<file path="config.mk">
export PLATFORM = sky130hd
export DESIGN_NAME = eq_mac_sched_flat
export DESIGN_NICKNAME = d
export VERILOG_FILES = /design/src/rtl/eq_mac_sched_pkg.sv /design/src/rtl/eq_mac_sched_if.sv /design/src/rtl/eq_mac_sched_mac_unit.sv /design/src/rtl/eq_mac_sched.sv /design/src/flat_wrapper.sv
export SDC_FILE = /design/constraint.sdc
export NUM_CORES = 1
export LEC_CHECK = 0
export CELL_PAD_IN_SITES_DETAIL_PLACEMENT = 1
export CELL_PAD_IN_SITES_GLOBAL_PLACEMENT = 1
export CORE_MARGIN = 1.5
export CORE_UTILIZATION = 45
export CTS_CLUSTER_DIAMETER = 100
export DETAILED_ROUTE_END_ITERATION = 8
export HOLD_SLACK_MARGIN = 0.15
export PLACE_DENSITY = 0.78
export SLEW_MARGIN = 10
export SYNTH_ARGS = -nofsm -noshare
export SYNTH_HDL_FRONTEND = slang
export SYNTH_HIERARCHICAL = 1
export SYNTH_SLANG_ARGS = --single-unit
export TNS_END_PERCENT = 1
</file>
<file path="constraint.sdc">
create_clock -name clk -period 16.4 [get_ports clk]
set_input_delay 1.64 -clock clk [delete_from_list [all_inputs] [get_ports clk]]
set_output_delay 1.64 -clock clk [all_outputs]
set_load 0.01 [all_outputs]
</file>
<file path="src/rtl/eq_mac_sched_pkg.sv">
// eq_mac_sched_pkg: shared constants, FSM state type and saturation/gain helpers
//   for the time-shared EQ/volume MAC scheduler.
package eq_mac_sched_pkg;
    localparam int NUM_BANDS  = 5;
    localparam int BAND_SHIFT = 10;
    localparam int VOL_SHIFT  = 12;
    localparam logic signed [12:0] GAIN_OFS  = 13'sd2048;
    localparam logic signed [15:0] SAT16_MAX = 16'sh7fff;
    localparam logic signed [15:0] SAT16_MIN = 16'sh8000;
    typedef enum logic [1:0] {IDLE, BAND, VOL, DONE} state_t;
    function automatic logic signed [15:0] sat16(input logic signed [31:0] x);
        return (x > 32'(SAT16_MAX)) ? SAT16_MAX : (x < 32'(SAT16_MIN)) ? SAT16_MIN : x[15:0];
    endfunction
    // Pot code 0x800 is zero gain, so the offset maps 0..4095 onto -2048..2047.
    function automatic logic signed [12:0] gain_of(input logic [11:0] pot);
        return $signed({1'b0, pot}) - GAIN_OFS;
    endfunction
endpackage

</file>
<file path="src/rtl/eq_mac_sched_if.sv">
// eq_mac_sched_if: sample/pot/result bundle between I2S side, band filters and spkr_drv.
//   master: drives vld, smp_in, gain_pots, vol_pot; slave (scheduler) drives the rest.
interface eq_mac_sched_if;
    logic                                          vld;
    logic [2:0]                                    band_sel;
    logic                                          chnl_sel;
    logic signed [15:0]                            smp_in;
    logic [12*eq_mac_sched_pkg::NUM_BANDS-1:0]     gain_pots;
    logic [11:0]                                   vol_pot;
    logic signed [15:0]                            aud_out_lft;
    logic signed [15:0]                            aud_out_rght;
    logic                                          rdy;
    logic                                          busy;
    logic                                          overrun;
    modport master (output vld, smp_in, gain_pots, vol_pot,
                    input band_sel, chnl_sel, aud_out_lft, aud_out_rght, rdy, busy, overrun);
    modport slave  (input vld, smp_in, gain_pots, vol_pot,
                    output band_sel, chnl_sel, aud_out_lft, aud_out_rght, rdy, busy, overrun);
endinterface

</file>
<file path="src/rtl/eq_mac_sched_mac_unit.sv">
// eq_mac_sched_mac_unit: shared signed 16x13 multiplier with a 32-bit accumulator.
//   i_clr/i_en control the accumulator, o_prod is the raw product,
//   o_band is the accumulator shifted by BAND_SHIFT and saturated to 16 bits.
module eq_mac_sched_mac_unit
    import eq_mac_sched_pkg::*;
(
    input  logic               clk,
    input  logic               rst_n,
    input  logic               i_clr,
    input  logic               i_en,
    input  logic signed [15:0] i_a,
    input  logic signed [12:0] i_b,
    output logic signed [28:0] o_prod,
    output logic signed [15:0] o_band
);
    logic signed [31:0] r_acc;
    assign o_prod = i_a * i_b;
    assign o_band = sat16(r_acc >>> BAND_SHIFT);
    always_ff @(posedge clk or negedge rst_n)
        if (!rst_n)     r_acc <= '0;
        else if (i_clr) r_acc <= '0;
        else if (i_en)  r_acc <= r_acc + 32'(o_prod);
endmodule

</file>
<file path="src/rtl/eq_mac_sched.sv">
// eq_mac_sched: sequences both channels' band-gain sums and volume products through one MAC.
//   clk, rst_n (async active-low); io: slave side of eq_mac_sched_if.
module eq_mac_sched
    import eq_mac_sched_pkg::*;
(
    input  logic           clk,
    input  logic           rst_n,
    eq_mac_sched_if.slave  io
);
    state_t                      r_state;
    logic [2:0]                  r_band;
    logic                        r_chnl;
    logic [12*NUM_BANDS-1:0]     r_pots;
    logic [11:0]                 r_vol;
    logic signed [15:0]          r_hold_l, r_hold_r, r_out_l, r_out_r;
    logic                        r_rdy, r_busy, r_ovr;
    logic                        w_vol_mode;
    logic signed [15:0]          w_a, w_band, w_v;
    logic signed [12:0]          w_b;
    logic signed [28:0]          w_prod;
    assign w_vol_mode = (r_state == VOL);
    // In VOL the multiplier is reused for the volume stage on the saturated band sum.
    assign w_a = w_vol_mode ? w_band : io.smp_in;
    assign w_b = w_vol_mode ? $signed({1'b0, r_vol}) : gain_of(r_pots[12*r_band +: 12]);
    assign w_v = sat16(32'(w_prod) >>> VOL_SHIFT);
    eq_mac_sched_mac_unit u_mac (
        .clk    (clk),
        .rst_n  (rst_n),
        .i_clr  ((r_state == IDLE && io.vld) || w_vol_mode),
        .i_en   (r_state == BAND),
        .i_a    (w_a),
        .i_b    (w_b),
        .o_prod (w_prod),
        .o_band (w_band)
    );
    always_ff @(posedge clk or negedge rst_n) begin
        if (!rst_n) begin
            r_state  <= IDLE;
            r_band   <= '0;
            r_chnl   <= 1'b0;
            r_pots   <= '0;
            r_vol    <= '0;
            r_hold_l <= '0;
            r_hold_r <= '0;
            r_out_l  <= '0;
            r_out_r  <= '0;
            r_rdy    <= 1'b0;
            r_busy   <= 1'b0;
            r_ovr    <= 1'b0;
        end else begin
            r_rdy <= 1'b0;
            r_ovr <= io.vld && r_busy;
            case (r_state)
                IDLE: if (io.vld) begin
                    r_busy  <= 1'b1;
                    r_pots  <= io.gain_pots;
                    r_vol   <= io.vol_pot;
                    r_state <= BAND;
                end
                BAND: begin
                    r_band  <= (r_band == 3'(NUM_BANDS-1)) ? 3'd0 : r_band + 3'd1;
                    r_state <= (r_band == 3'(NUM_BANDS-1)) ? VOL : BAND;
                end
                VOL: if (!r_chnl) begin
                    r_hold_l <= w_v;
                    r_chnl   <= 1'b1;
                    r_band   <= '0;
                    r_state  <= BAND;
                end else begin
                    r_hold_r <= w_v;
                    r_state  <= DONE;
                end
                DONE: begin
                    r_out_l <= r_hold_l;
                    r_out_r <= r_hold_r;
                    r_rdy   <= 1'b1;
                    r_busy  <= 1'b0;
                    r_chnl  <= 1'b0;
                    r_band  <= '0;
                    r_state <= IDLE;
                end
                default: r_state <= IDLE;
            endcase
        end
    end
    assign io.band_sel     = r_band;
    assign io.chnl_sel     = r_chnl;
    assign io.aud_out_lft  = r_out_l;
    assign io.aud_out_rght = r_out_r;
    assign io.rdy          = r_rdy;
    assign io.busy         = r_busy;
    assign io.overrun      = r_ovr;
endmodule

</file>
<file path="src/flat_wrapper.sv">
// flat-port wrapper written by rule: the top's interface ports become plain ports
module eq_mac_sched_flat import eq_mac_sched_pkg::*;
  (clk, rst_n, io_vld, io_smp_in, io_gain_pots, io_vol_pot, io_band_sel, io_chnl_sel, io_aud_out_lft, io_aud_out_rght, io_rdy, io_busy, io_overrun);
  eq_mac_sched_if io_i ();
  input  logic clk;
  input  logic rst_n;
  input wire logic [$bits(io_i.vld)-1:0] io_vld;
  input wire logic [$bits(io_i.smp_in)-1:0] io_smp_in;
  input wire logic [$bits(io_i.gain_pots)-1:0] io_gain_pots;
  input wire logic [$bits(io_i.vol_pot)-1:0] io_vol_pot;
  output wire logic [$bits(io_i.band_sel)-1:0] io_band_sel;
  output wire logic [$bits(io_i.chnl_sel)-1:0] io_chnl_sel;
  output wire logic [$bits(io_i.aud_out_lft)-1:0] io_aud_out_lft;
  output wire logic [$bits(io_i.aud_out_rght)-1:0] io_aud_out_rght;
  output wire logic [$bits(io_i.rdy)-1:0] io_rdy;
  output wire logic [$bits(io_i.busy)-1:0] io_busy;
  output wire logic [$bits(io_i.overrun)-1:0] io_overrun;
  assign io_i.vld = io_vld;
  assign io_i.smp_in = io_smp_in;
  assign io_i.gain_pots = io_gain_pots;
  assign io_i.vol_pot = io_vol_pot;
  assign io_band_sel = io_i.band_sel;
  assign io_chnl_sel = io_i.chnl_sel;
  assign io_aud_out_lft = io_i.aud_out_lft;
  assign io_aud_out_rght = io_i.aud_out_rght;
  assign io_rdy = io_i.rdy;
  assign io_busy = io_i.busy;
  assign io_overrun = io_i.overrun;
  eq_mac_sched u_core (.clk(clk), .rst_n(rst_n), .io(io_i));
endmodule
</file>
==> summary.txt, run 1 <==
=================================================================================
Final period util                                                           0.628
Core area                                                               36500 µm²
Initial Utilization                                                         0.455
Biggest fanout along the worst timing path                                     17
Number of clock sinks seen by CTS                                             177
Hpwl dp                                                                  34700 µm
Sum Neg Setup Slack                                                          0 ps
Sequential-to-total area share from yosys stat                              0.266
Number of vias after detailed routing                                       12000
Total of max-cap violations                                                     0
Critical path data arrival time                                          10620 ps
Number of post-CTS setup repair buffers                                         0
Die area                                                                38100 µm²
Number of buffer cells added on primary ports                                 129
Crit path top cell by count                                          sky130_fd_sc_hd__fa_1
Count of flip-flops with a built-in enable after synthesis                      0
Routability congestion estimate                                             0.830
Number of buffers on the longest clock path                                     2
Initial DRT Pass Iterations                                                     5
Antenna violations before repair                                                5
Setup slack after layout                                                  6100 ps
Type of the worst min-delay path                                       reg -> reg
Total wire length after detailed routing                                 45200 µm
Unique masters post-synth                                                      67
Synthesized area per cell                                                10.2 µm²
Leading post-synthesis cells by cell area                            sky130_fd_sc_hd__dfrtp_1 (27%), sky130_fd_sc_hd__fa_1 (24%), sky130_fd_sc_hd__mux2_2 (8.3%)
Startpoint Class                                                        flip-flop
Most common cell after layout, fill and taps aside                   sky130_fd_sc_hd__nand2_1
I/O Pins                                                                      130
Final setup violation count                                                     0
Skew final                                                                10.6 ps
Fraction of post-synthesis cell area in the top cell type by area           0.266
Fraction of layout instances using a drive strength above 1                 0.108
Critical setup path kind                                               reg -> reg
Most used cells in the layout excluding fill and tap cells           sky130_fd_sc_hd__nand2_1 (215), sky130_fd_sc_hd__inv_1 (198), sky130_fd_sc_hd__fa_1 (196)
Slowest stage delay, CP                                                    920 ps
Tmin final                                                               10300 ps
Fmax                                                                     97.1 MHz
First-pass GRT wire length                                               74700 µm
Placement row count                                                            70
Routed len/inst                                                           20.6 µm
Crit path max-delay cell type                                        sky130_fd_sc_hd__dfrtp_1
Endpoint kind of the worst setup timing path                            flip-flop
Worst endpoint required time                                             16720 ps
Number of global-route vias before repair                                   13900
Hold Violations, Final                                                          0
Total overflow reported by the global router                                    0
Warnings from Yosys                                                             6
Horizontal die dimension                                                   195 µm
Clock latency on the worst-skew pair                                       440 ps
Result of the run                                                    finished clean
Async set-or-reset flop fraction in the synthesized netlist                  1.00
Syn Inst Count                                                               1624
Final nets                                                                   2100
Kind of cell with the highest combined delay on the critical path     adder cells
Clock tree from TritonCTS                                                    done
CTS Hold Buffers Added                                                          0
Placed insts                                                                 2156
Remaining max-slew budget at the tightest pin                               0.159
Clk root buf                                                         sky130_fd_sc_hd__clkbuf_16
Post-route antenna net violation count                                          0
Synthesized area                                                        16600 µm²
RSZ-0062 raised after global routing                                        false
Buf+Inv Stages, Crit Path                                                       2
Final Instance Count excl. Fillers                                           2192
Htree depth                                                                     4
Register bit total from synthesis                                             177
# DRC                                                                           0
Transition at the pin with the smallest max-transition slack              1250 ps
Via count normalized by instance count                                       5.47
Total global routing track utilization                                      0.251
Height of the chip                                                         195 µm
Pin count of the biggest net entering global routing                           97
Worst slack, placed                                                       6060 ps
Slew Limit Fails                                                                0
Post_cts resized                                                                0
Final core occ                                                              0.516
Register clock-pin slew on the reported worst setup and hold paths          70 ps
Post-synth net total                                                         2017
Number of buffers created by CTS                                               17
Number of DRC markers in iteration 0                                          447
Dominant cell type by area after synthesis                           sky130_fd_sc_hd__dfrtp_1
Ys flop type                                                         sky130_fd_sc_hd__dfrtp_1
Synth-to-layout area growth                                                 13.4%
=================================================================================
-- metrics by stage --
| step | hold WS [ps] | instance area (µm²) |
|---|---|---|
| detailed placement | 475 | 18200 |
| finish | 485 | 18900 |
| floorplan | 446 | 16600 |
| global placement | 460 | 18200 |
| global route | 513 | 18800 |
| CTS | 487 | 18800 |
-- state kept, by name (all words and copies together), names as in the netlist --
register	cells
u_core/r_pots	60
u_core/r_state	2
u_core/io.busy	1
u_core/io.chnl_sel	1
u_core/io.rdy	1
u_core/r_hold_l	16
u_core/io.overrun	1
u_core/io.band_sel	3
u_core/io.aud_out_rght	16
u_core/io.aud_out_lft	16
u_core/r_hold_r	16
u_core/r_vol	12
u_core/u_mac/r_acc	32
-- worst min-delay path: cells and delay by family, from the launching register on --
family             cells  cell delay, ps
and+or+nand+nor        1              50
DFF                    1             350
AOI/OAI and AO/OA      1              60
-- cells by family (layout without fill, tap and decap cells) --
| kind of cell | count (synthesis) | after routing | synth area share |
|---|---|---|---|
| AND/OR/NAND/NOR | 434 | 434 | 0.121 |
| AO/OA/AOI/OAI | 224 | 224 | 0.0856 |
| other | 0 | 4 | 0 |
| buffers and inverters | 273 | 369 | 0.0678 |
| flip-flops | 177 | 177 | 0.266 |
| adder cells (fa/ha/maj) | 302 | 302 | 0.316 |
| XOR/XNOR | 55 | 55 | 0.0290 |
| multiplexers | 159 | 159 | 0.114 |
-- synth_stat cells (11+ instances only) --
| master | count |
|---|---|
| sky130_fd_sc_hd__a22oi_1 | 11 |
| sky130_fd_sc_hd__nor2_1 | 74 |
| sky130_fd_sc_hd__a21o_1 | 17 |
| sky130_fd_sc_hd__dfrtp_1 | 177 |
| sky130_fd_sc_hd__a21oi_1 | 48 |
| sky130_fd_sc_hd__ha_1 | 106 |
| sky130_fd_sc_hd__clkbuf_1 | 45 |
| sky130_fd_sc_hd__xor2_1 | 13 |
| sky130_fd_sc_hd__o21ai_0 | 74 |
| sky130_fd_sc_hd__buf_2 | 15 |
| sky130_fd_sc_hd__mux2i_1 | 25 |
| sky130_fd_sc_hd__nand2_1 | 215 |
| sky130_fd_sc_hd__mux2_2 | 122 |
| sky130_fd_sc_hd__xnor2_1 | 42 |
| sky130_fd_sc_hd__fa_1 | 196 |
| sky130_fd_sc_hd__nor2b_1 | 11 |
| sky130_fd_sc_hd__inv_1 | 198 |
| sky130_fd_sc_hd__and2_1 | 91 |
| sky130_fd_sc_hd__o21a_1 | 28 |
-- cell type report --
cell class	count	area [µm²]
multi-input cells	1174	11100
flip-flops and latches	177	4430
clock inverters	13	173
diodes	4	10.0
fillers	3972	17700
inverters	198	743
clock buffers	19	443
well taps	468	586
repair buffers	139	1370
-- layer usage --
metal / share of wire / wire, µm / GRT usage / up-vias
li1: - / - / - / 5444
met1: 0.40 / 18300 / 0.304 / 6257
met2: 0.53 / 24100 / 0.456 / 228
met3: 0.043 / 1940 / 0.0485 / 63
met4: 0.019 / 856 / 0.0617 / 4
met5: 0.00055 / 25 / 0 / -
-- final timing paths --
check                                                   from                            endpoint  slack (ps)  depth (start not counted)
max                        u_core/io.band_sel[0]$_DFFE_PN0P_  u_core/u_mac/r_acc[31]$_DFFE_PN0P_        6100                         34
min                           u_core/r_hold_r[8]$_DFFE_PN0P_      u_core/r_hold_r[8]$_DFFE_PN0P_         480                          2
max reg2reg                u_core/io.band_sel[0]$_DFFE_PN0P_  u_core/u_mac/r_acc[31]$_DFFE_PN0P_        6100                         34
min reg2reg                   u_core/r_hold_r[8]$_DFFE_PN0P_      u_core/r_hold_r[8]$_DFFE_PN0P_         480                          2
max in group asynchronous                              rst_n      u_core/r_hold_l[4]$_DFFE_PN0P_       13510                          2
min in group asynchronous                              rst_n       u_core/r_pots[14]$_DFFE_PN0P_        1290                          1
Power of run 1 is not shown: default switching activity piles up to over one toggle a cycle in this logic, so the estimate is an artifact.
==> run 2: changes to the inputs <==
Clock period 16.4 ns to 10.4 ns, I/O delays scaled along.
==> summary.txt, run 2 (same netlist as run 1, synthesis figures left out) <==
=================================================================================
Result of the run                                                    finished clean
Via count normalized by instance count                                       5.42   -0.89%
Core area                                                               36500 µm²   unchanged
Most common cell after layout, fill and taps aside                   sky130_fd_sc_hd__nand2_1
Hold Violations, Final                                                          0   unchanged
Clock tree from TritonCTS                                                    done
Worst endpoint required time                                             10710 ps   -6010 ps
Largest registers in the final layout                                u_core/r_pots (60), u_core/u_mac/r_acc (32)
Final nets                                                                   2112   +0.57%
Endpoint kind of the worst setup timing path                            flip-flop
Number of global-route vias before repair                                   13900   +0.30%
Placement row count                                                            70   unchanged
Synth-to-layout area growth                                                 13.8%
I/O Pins                                                                      130   unchanged
Routed len/inst                                                           20.3 µm   -1.9%
Tmin final                                                                9930 ps   -372 ps
Initial Utilization                                                         0.455   unchanged
Fraction of layout instances using a drive strength above 1                 0.118   +0.00964
First-pass GRT wire length                                               73300 µm   -1.9%
Clock latency on the worst-skew pair                                       440 ps   about the same
Remaining max-slew budget at the tightest pin                               0.330   +0.170
Total wire length after detailed routing                                 44600 µm   -1.4%
Antenna violations before repair                                                4   -1
Hpwl dp                                                                  35300 µm   +1.7%
Fmax                                                                      101 MHz   +3.7%
Biggest fanout along the worst timing path                                     17   unchanged
Post-route antenna net violation count                                          0   unchanged
Number of DRC markers in iteration 0                                          523   +17%
CP Launch Point                                                      u_core/r_state[1]$_DFFE_PN0P_
Worst slack, placed                                                        292 ps   -5770 ps
Met3 global-route usage                                                    0.0492   +0.000691
Htree depth                                                                     4   unchanged
Slowest stage delay, CP                                                    590 ps   -330 ps
Met1 usage in global routing                                                0.295   -0.00924
Slew Limit Fails                                                                0   unchanged
Height of the chip                                                         195 µm   unchanged
RSZ-0062 raised after global routing                                        false
Startpoint Class                                                        flip-flop
Critical path data arrival time                                          10240 ps   -380 ps
Number of buffers created by CTS                                               17   unchanged
Clk root buf                                                         sky130_fd_sc_hd__clkbuf_16
Crit path max-delay cell type                                        sky130_fd_sc_hd__dfrtp_1
Startpoint of the worst register-to-register path                    u_core/r_state[1]$_DFFE_PN0P_
Number of vias after detailed routing                                       11900   -0.44%
Layer with the highest usage                                                 met2
Final Cell Area                                                         18900 µm²   +0.37%
Most flops, register                                                 u_core/r_pots
Type of the worst min-delay path                                       reg -> reg
Placed inst area                                                        18300 µm²   +0.41%
Setup slack after layout                                                   474 ps   -5630 ps
Met2 track demand over resource                                             0.447   -0.00979
Horizontal die dimension                                                   195 µm   unchanged
Crit path top cell by count                                          sky130_fd_sc_hd__fa_1
Sum Neg Setup Slack                                                          0 ps   unchanged
Pin count of the biggest net entering global routing                          102   +5.2%
CTS Hold Buffers Added                                                          0   unchanged
Number of buffers on the longest clock path                                     2   unchanged
Number of clock sinks seen by CTS                                             177   unchanged
Number of buffer cells added on primary ports                                 129   unchanged
Initial DRT Pass Iterations                                                     4   -1
Max reg flops                                                                  60   unchanged
Register clock-pin slew on the reported worst setup and hold paths          70 ps   about the same
Skew final                                                                13.0 ps   +2.44 ps
Routability congestion estimate                                             0.834   +0.42%
# DRC                                                                           0   unchanged
Die area                                                                38100 µm²   unchanged
Transition at the pin with the smallest max-transition slack              1000 ps   -249 ps
Total of max-cap violations                                                     0   unchanged
Final core occ                                                              0.518   +0.00192
Launch instance of the worst min-delay path                          u_core/r_hold_r[6]$_DFFE_PN0P_
Most used cells in the layout excluding fill and tap cells           sky130_fd_sc_hd__nand2_1 (210), sky130_fd_sc_hd__inv_1 (198), sky130_fd_sc_hd__fa_1 (196)
Critical setup path kind                                               reg -> reg
Final setup violation count                                                     0   unchanged
Total global routing track utilization                                      0.246   -0.00445
Total overflow reported by the global router                                    0   unchanged
Final period util                                                           0.954   +0.326
=================================================================================
==> run 2: cell type report <==
type / count / area [µm²]
well taps: 468 / 586
fillers: 4009 / 17600
multi-input cells: 1174 / 11100
diodes: 2 / 5.00
repair buffers: 151 / 1460
flip-flops and latches: 177 / 4430
clock inverters: 13 / 153
clock buffers: 19 / 433
inverters: 198 / 743
==> run 2: path summary, 6_finish.rpt <==
kind / cells after the start / slack, ps / to
max: 34 / 470 / u_core/u_mac/r_acc[31]$_DFFE_PN0P_
min: 2 / 480 / u_core/r_hold_r[6]$_DFFE_PN0P_
max reg2reg: 34 / 470 / u_core/u_mac/r_acc[31]$_DFFE_PN0P_
min reg2reg: 2 / 480 / u_core/r_hold_r[6]$_DFFE_PN0P_
max in group asynchronous: 2 / 8110 / u_core/io.aud_out_rght[5]$_DFFE_PN0P_
min in group asynchronous: 1 / 680 / u_core/io.busy$_DFFE_PN0P_
==> run 2: repair_timing <==
item | 4_1_cts | 5_1_grt
resized for setup | 0 | 8
hold endpoints to repair | 0 | 0
setup endpoints to repair | 0 | 3
setup buffers | 0 | 2
==> run 2: layer usage <==
metal,part of all wire,up-vias
li1,-,5457
met1,0.41,6199
met2,0.52,206
met3,0.040,75
met4,0.025,6
met5,0.00076,-
==> run 2: metrics by stage <==
| step | cells | hold WS [ps] |
|---|---|---|
| 2_1_floorplan | 1624 | 446 |
| 4_1_cts | 2198 | 487 |
| 5_1_grt | 2200 | 503 |
| 3_3_place_gp | 2166 | 459 |
| 6_report | 2202 | 479 |
| 3_5_place_dp | 2166 | 470 |
==> run 2: critical path: cells and delay by family, from the launching register on <==
kind / cells / cell delay [ps]
AOI/OAI and AO/OA: 9 / 1710
and+or+nand+nor: 10 / 2230
DFF: 1 / 590
buffers and inverters: 3 / 460
muxes: 3 / 1130
xor gates and xnor gates: 1 / 200
adders and majority gates: 8 / 3470
Power of run 2 is left out for the same reason.
==> run 3: changes to the inputs <==
Settings changed: CAP_MARGIN set to 15, CORE_ASPECT_RATIO set to 1.75.
==> summary.txt, run 3 (same netlist as run 1, synthesis figures left out) <==
=================================================================================
Antenna diode count                                                             0   -2
Total global routing track utilization                                      0.262   +0.0162
Kind of cell with the highest combined delay on the critical path     adder cells
Filler cells                                                                 4020   +0.27%
Largest registers in the final layout                                u_core/r_pots (60), u_core/u_mac/r_acc (32)
Total overflow reported by the global router                                    0   unchanged
Endpoint kind of the worst setup timing path                            flip-flop
Htree depth                                                                     4   unchanged
Total of max-cap violations                                                     0   unchanged
Hold-critical path depth                                                        2   unchanged
Number of DRC markers in iteration 0                                          456   -13%
Core area                                                               36700 µm²   +0.36%
RSZ-0062 raised after global routing                                        false
Launch instance of the worst min-delay path                          u_core/r_hold_r[3]$_DFFE_PN0P_
Most common cell after layout, fill and taps aside                   sky130_fd_sc_hd__nand2_1
Slowest stage delay, CP                                                    570 ps   -20 ps
Crit path max-delay cell type                                        sky130_fd_sc_hd__dfrtp_1
Type of the worst min-delay path                                       reg -> reg
Startpoint of the worst register-to-register path                    u_core/r_state[1]$_DFFE_PN0P_
Critical setup path kind                                               reg -> reg
Multi-input gate area in the final layout                               11100 µm²   about the same
Number of buffers on the longest clock path                                     2   unchanged
Fmax                                                                      101 MHz   +0.54%
I/O Pins                                                                      130   unchanged
Critical path data arrival time                                          10220 ps   -20 ps
Most flops, register                                                 u_core/r_pots
End of the worst hold path                                           u_core/r_hold_r[3]$_DFFE_PN0P_
Final period util                                                           0.949   -0.00517
Via count normalized by instance count                                       5.51   +1.6%
Tmin final                                                                9870 ps   -53.8 ps
Pin count of the biggest net entering global routing                          105   +2.9%
Clock tree from TritonCTS                                                    done
Initial Utilization                                                         0.453   -0.00163
Startpoint Class                                                        flip-flop
Worst slack, placed                                                        393 ps   +100 ps
Number of buffer cells added on primary ports                                 129   unchanged
Final setup violation count                                                     0   unchanged
Number of buffers created by CTS                                               17   unchanged
Sum Neg Setup Slack                                                          0 ps   unchanged
Die area                                                                38100 µm²   +0.12%
Initial DRT Pass Iterations                                                     5   +1
Skew final                                                                14.2 ps   +1.18 ps
Number of clock sinks seen by CTS                                             177   unchanged
Transition at the pin with the smallest max-transition slack               967 ps   -36.0 ps
Number of vias after detailed routing                                       12200   +2.0%
Result of the run                                                    finished clean
Total wire length after detailed routing                                 47100 µm   +5.6%
Placement row count                                                            93   +33%
Synth-to-layout area growth                                                 14.3%
Antenna violations before repair                                                1   -3
Fraction of layout instances using a drive strength above 1                 0.120   +0.00196
Height of the chip                                                         257 µm   +32%
Clock latency on the worst-skew pair                                       460 ps   +20 ps
Critical register-to-register path endpoint                          u_core/u_mac/r_acc[31]$_DFFE_PN0P_
CTS Hold Buffers Added                                                          0   unchanged
Routability congestion estimate                                             0.880   +5.5%
Register clock-pin slew on the reported worst setup and hold paths          80 ps   about the same
Horizontal die dimension                                                   148 µm   -24%
# DRC                                                                           0   unchanged
Slew Limit Fails                                                                0   unchanged
Remaining max-slew budget at the tightest pin                               0.355   +0.0256
Post-route antenna net violation count                                          0   unchanged
Worst endpoint required time                                             10740 ps   +30 ps
Most used cells in the layout excluding fill and tap cells           sky130_fd_sc_hd__nand2_1 (213), sky130_fd_sc_hd__inv_1 (198), sky130_fd_sc_hd__fa_1 (196)
FF-to-FF setup slack                                                       530 ps   +50 ps
Total stage count of the critical path                                         37   +8.8%
Routed len/inst                                                           21.3 µm   +5.1%
Sequential cell area                                                     4430 µm²   about the same
Final nets                                                                   2117   +0.24%
First-pass GRT wire length                                               76700 µm   +4.5%
Hpwl dp                                                                  37000 µm   +5.0%
Biggest fanout along the worst timing path                                     20   +3
Cell depth of the worst flop-to-flop path                                      37   +8.8%
Max reg flops                                                                  60   unchanged
Number of global-route vias before repair                                   14200   +2.1%
Setup slack after layout                                                   527 ps   +53.8 ps
Clk root buf                                                         sky130_fd_sc_hd__clkbuf_16
Hold Violations, Final                                                          0   unchanged
Crit path top cell by count                                          sky130_fd_sc_hd__fa_1
Buf+Inv Stages, Crit Path                                                       4   +1
=================================================================================
-- run 3: changes by cell type in the layout (fill, tap and decap cells not counted), moves of 3 or more --
| cell | previous run | this run |
|---|---|---|
| sky130_fd_sc_hd__buf_4 | 22 | 27 |
| sky130_fd_sc_hd__nand2_1 | 210 | 213 |
| sky130_fd_sc_hd__inv_8 | 2 | 6 |
| sky130_fd_sc_hd__nand2_2 | 5 | 2 |
-- run 3: layout make-up --
class,count,share of cell area
Sequential cell,177,0.233
Clock inverter,14,0.00949
Inverter,198,0.0391
Tap cell,475,0.0313
Clock buffer,18,0.0231
Timing Repair Buffer,156,0.0787
Multi-Input combinational cell,1174,0.585
-- run 3: per-layer routing --
| metal | GRT usage | routed length, µm |
|---|---|---|
| met1 | 0.269 | 16200 |
| met2 | 0.511 | 27200 |
| met3 | 0.0379 | 1430 |
| met4 | 0.124 | 2230 |
| met5 | 0 | 11 |
-- run 3: timing repair --
item,CTS,global route
buffers inserted,0,2
gates resized for setup,0,4
setup endpoints to repair,0,2
-- run 3: worst max-delay path by stage --
stage	startpoint	to
finish	u_core/r_state[1]$_DFFE_PN0P_	u_core/u_mac/r_acc[31]$_DFFE_PN0P_
global route	u_core/r_state[1]$_DFFE_PN0P_	u_core/u_mac/r_acc[31]$_DFFE_PN0P_
floorplan	u_core/u_mac/r_acc[30]$_DFFE_PN0P_	u_core/u_mac/r_acc[31]$_DFFE_PN0P_
detailed placement	u_core/io.band_sel[0]$_DFFE_PN0P_	u_core/u_mac/r_acc[31]$_DFFE_PN0P_
CTS	u_core/io.band_sel[0]$_DFFE_PN0P_	u_core/u_mac/r_acc[31]$_DFFE_PN0P_
global placement	u_core/r_state[1]$_DFFE_PN0P_	u_core/u_mac/r_acc[31]$_DFFE_PN0P_
-- run 3: stage by stage --
stage,cells,hold WS (ps),utilization,instance area [µm²]
after floorplan,1624,446,-,16600
after global placement,2178,459,0.501,18300
after detailed placement,2178,471,0.501,18300
after CTS,2210,488,0.517,19000
after global routing,2212,522,0.518,19000
final,2212,485,0.518,19000
-- run 3: worst reg2reg max path: cells and delay by family, from the launching register on --
| family | cells | cell delay (ps) |
|---|---|---|
| adder cells (fa/ha/maj) | 8 | 3390 |
| AND/OR/NAND/NOR | 13 | 2790 |
| AO/OA/AOI/OAI | 9 | 1670 |
| buffers and inverters | 4 | 590 |
| flip-flops | 1 | 570 |
| multiplexers | 2 | 560 |
| XOR/XNOR | 1 | 170 |
Power of run 3 is left out for the same reason.
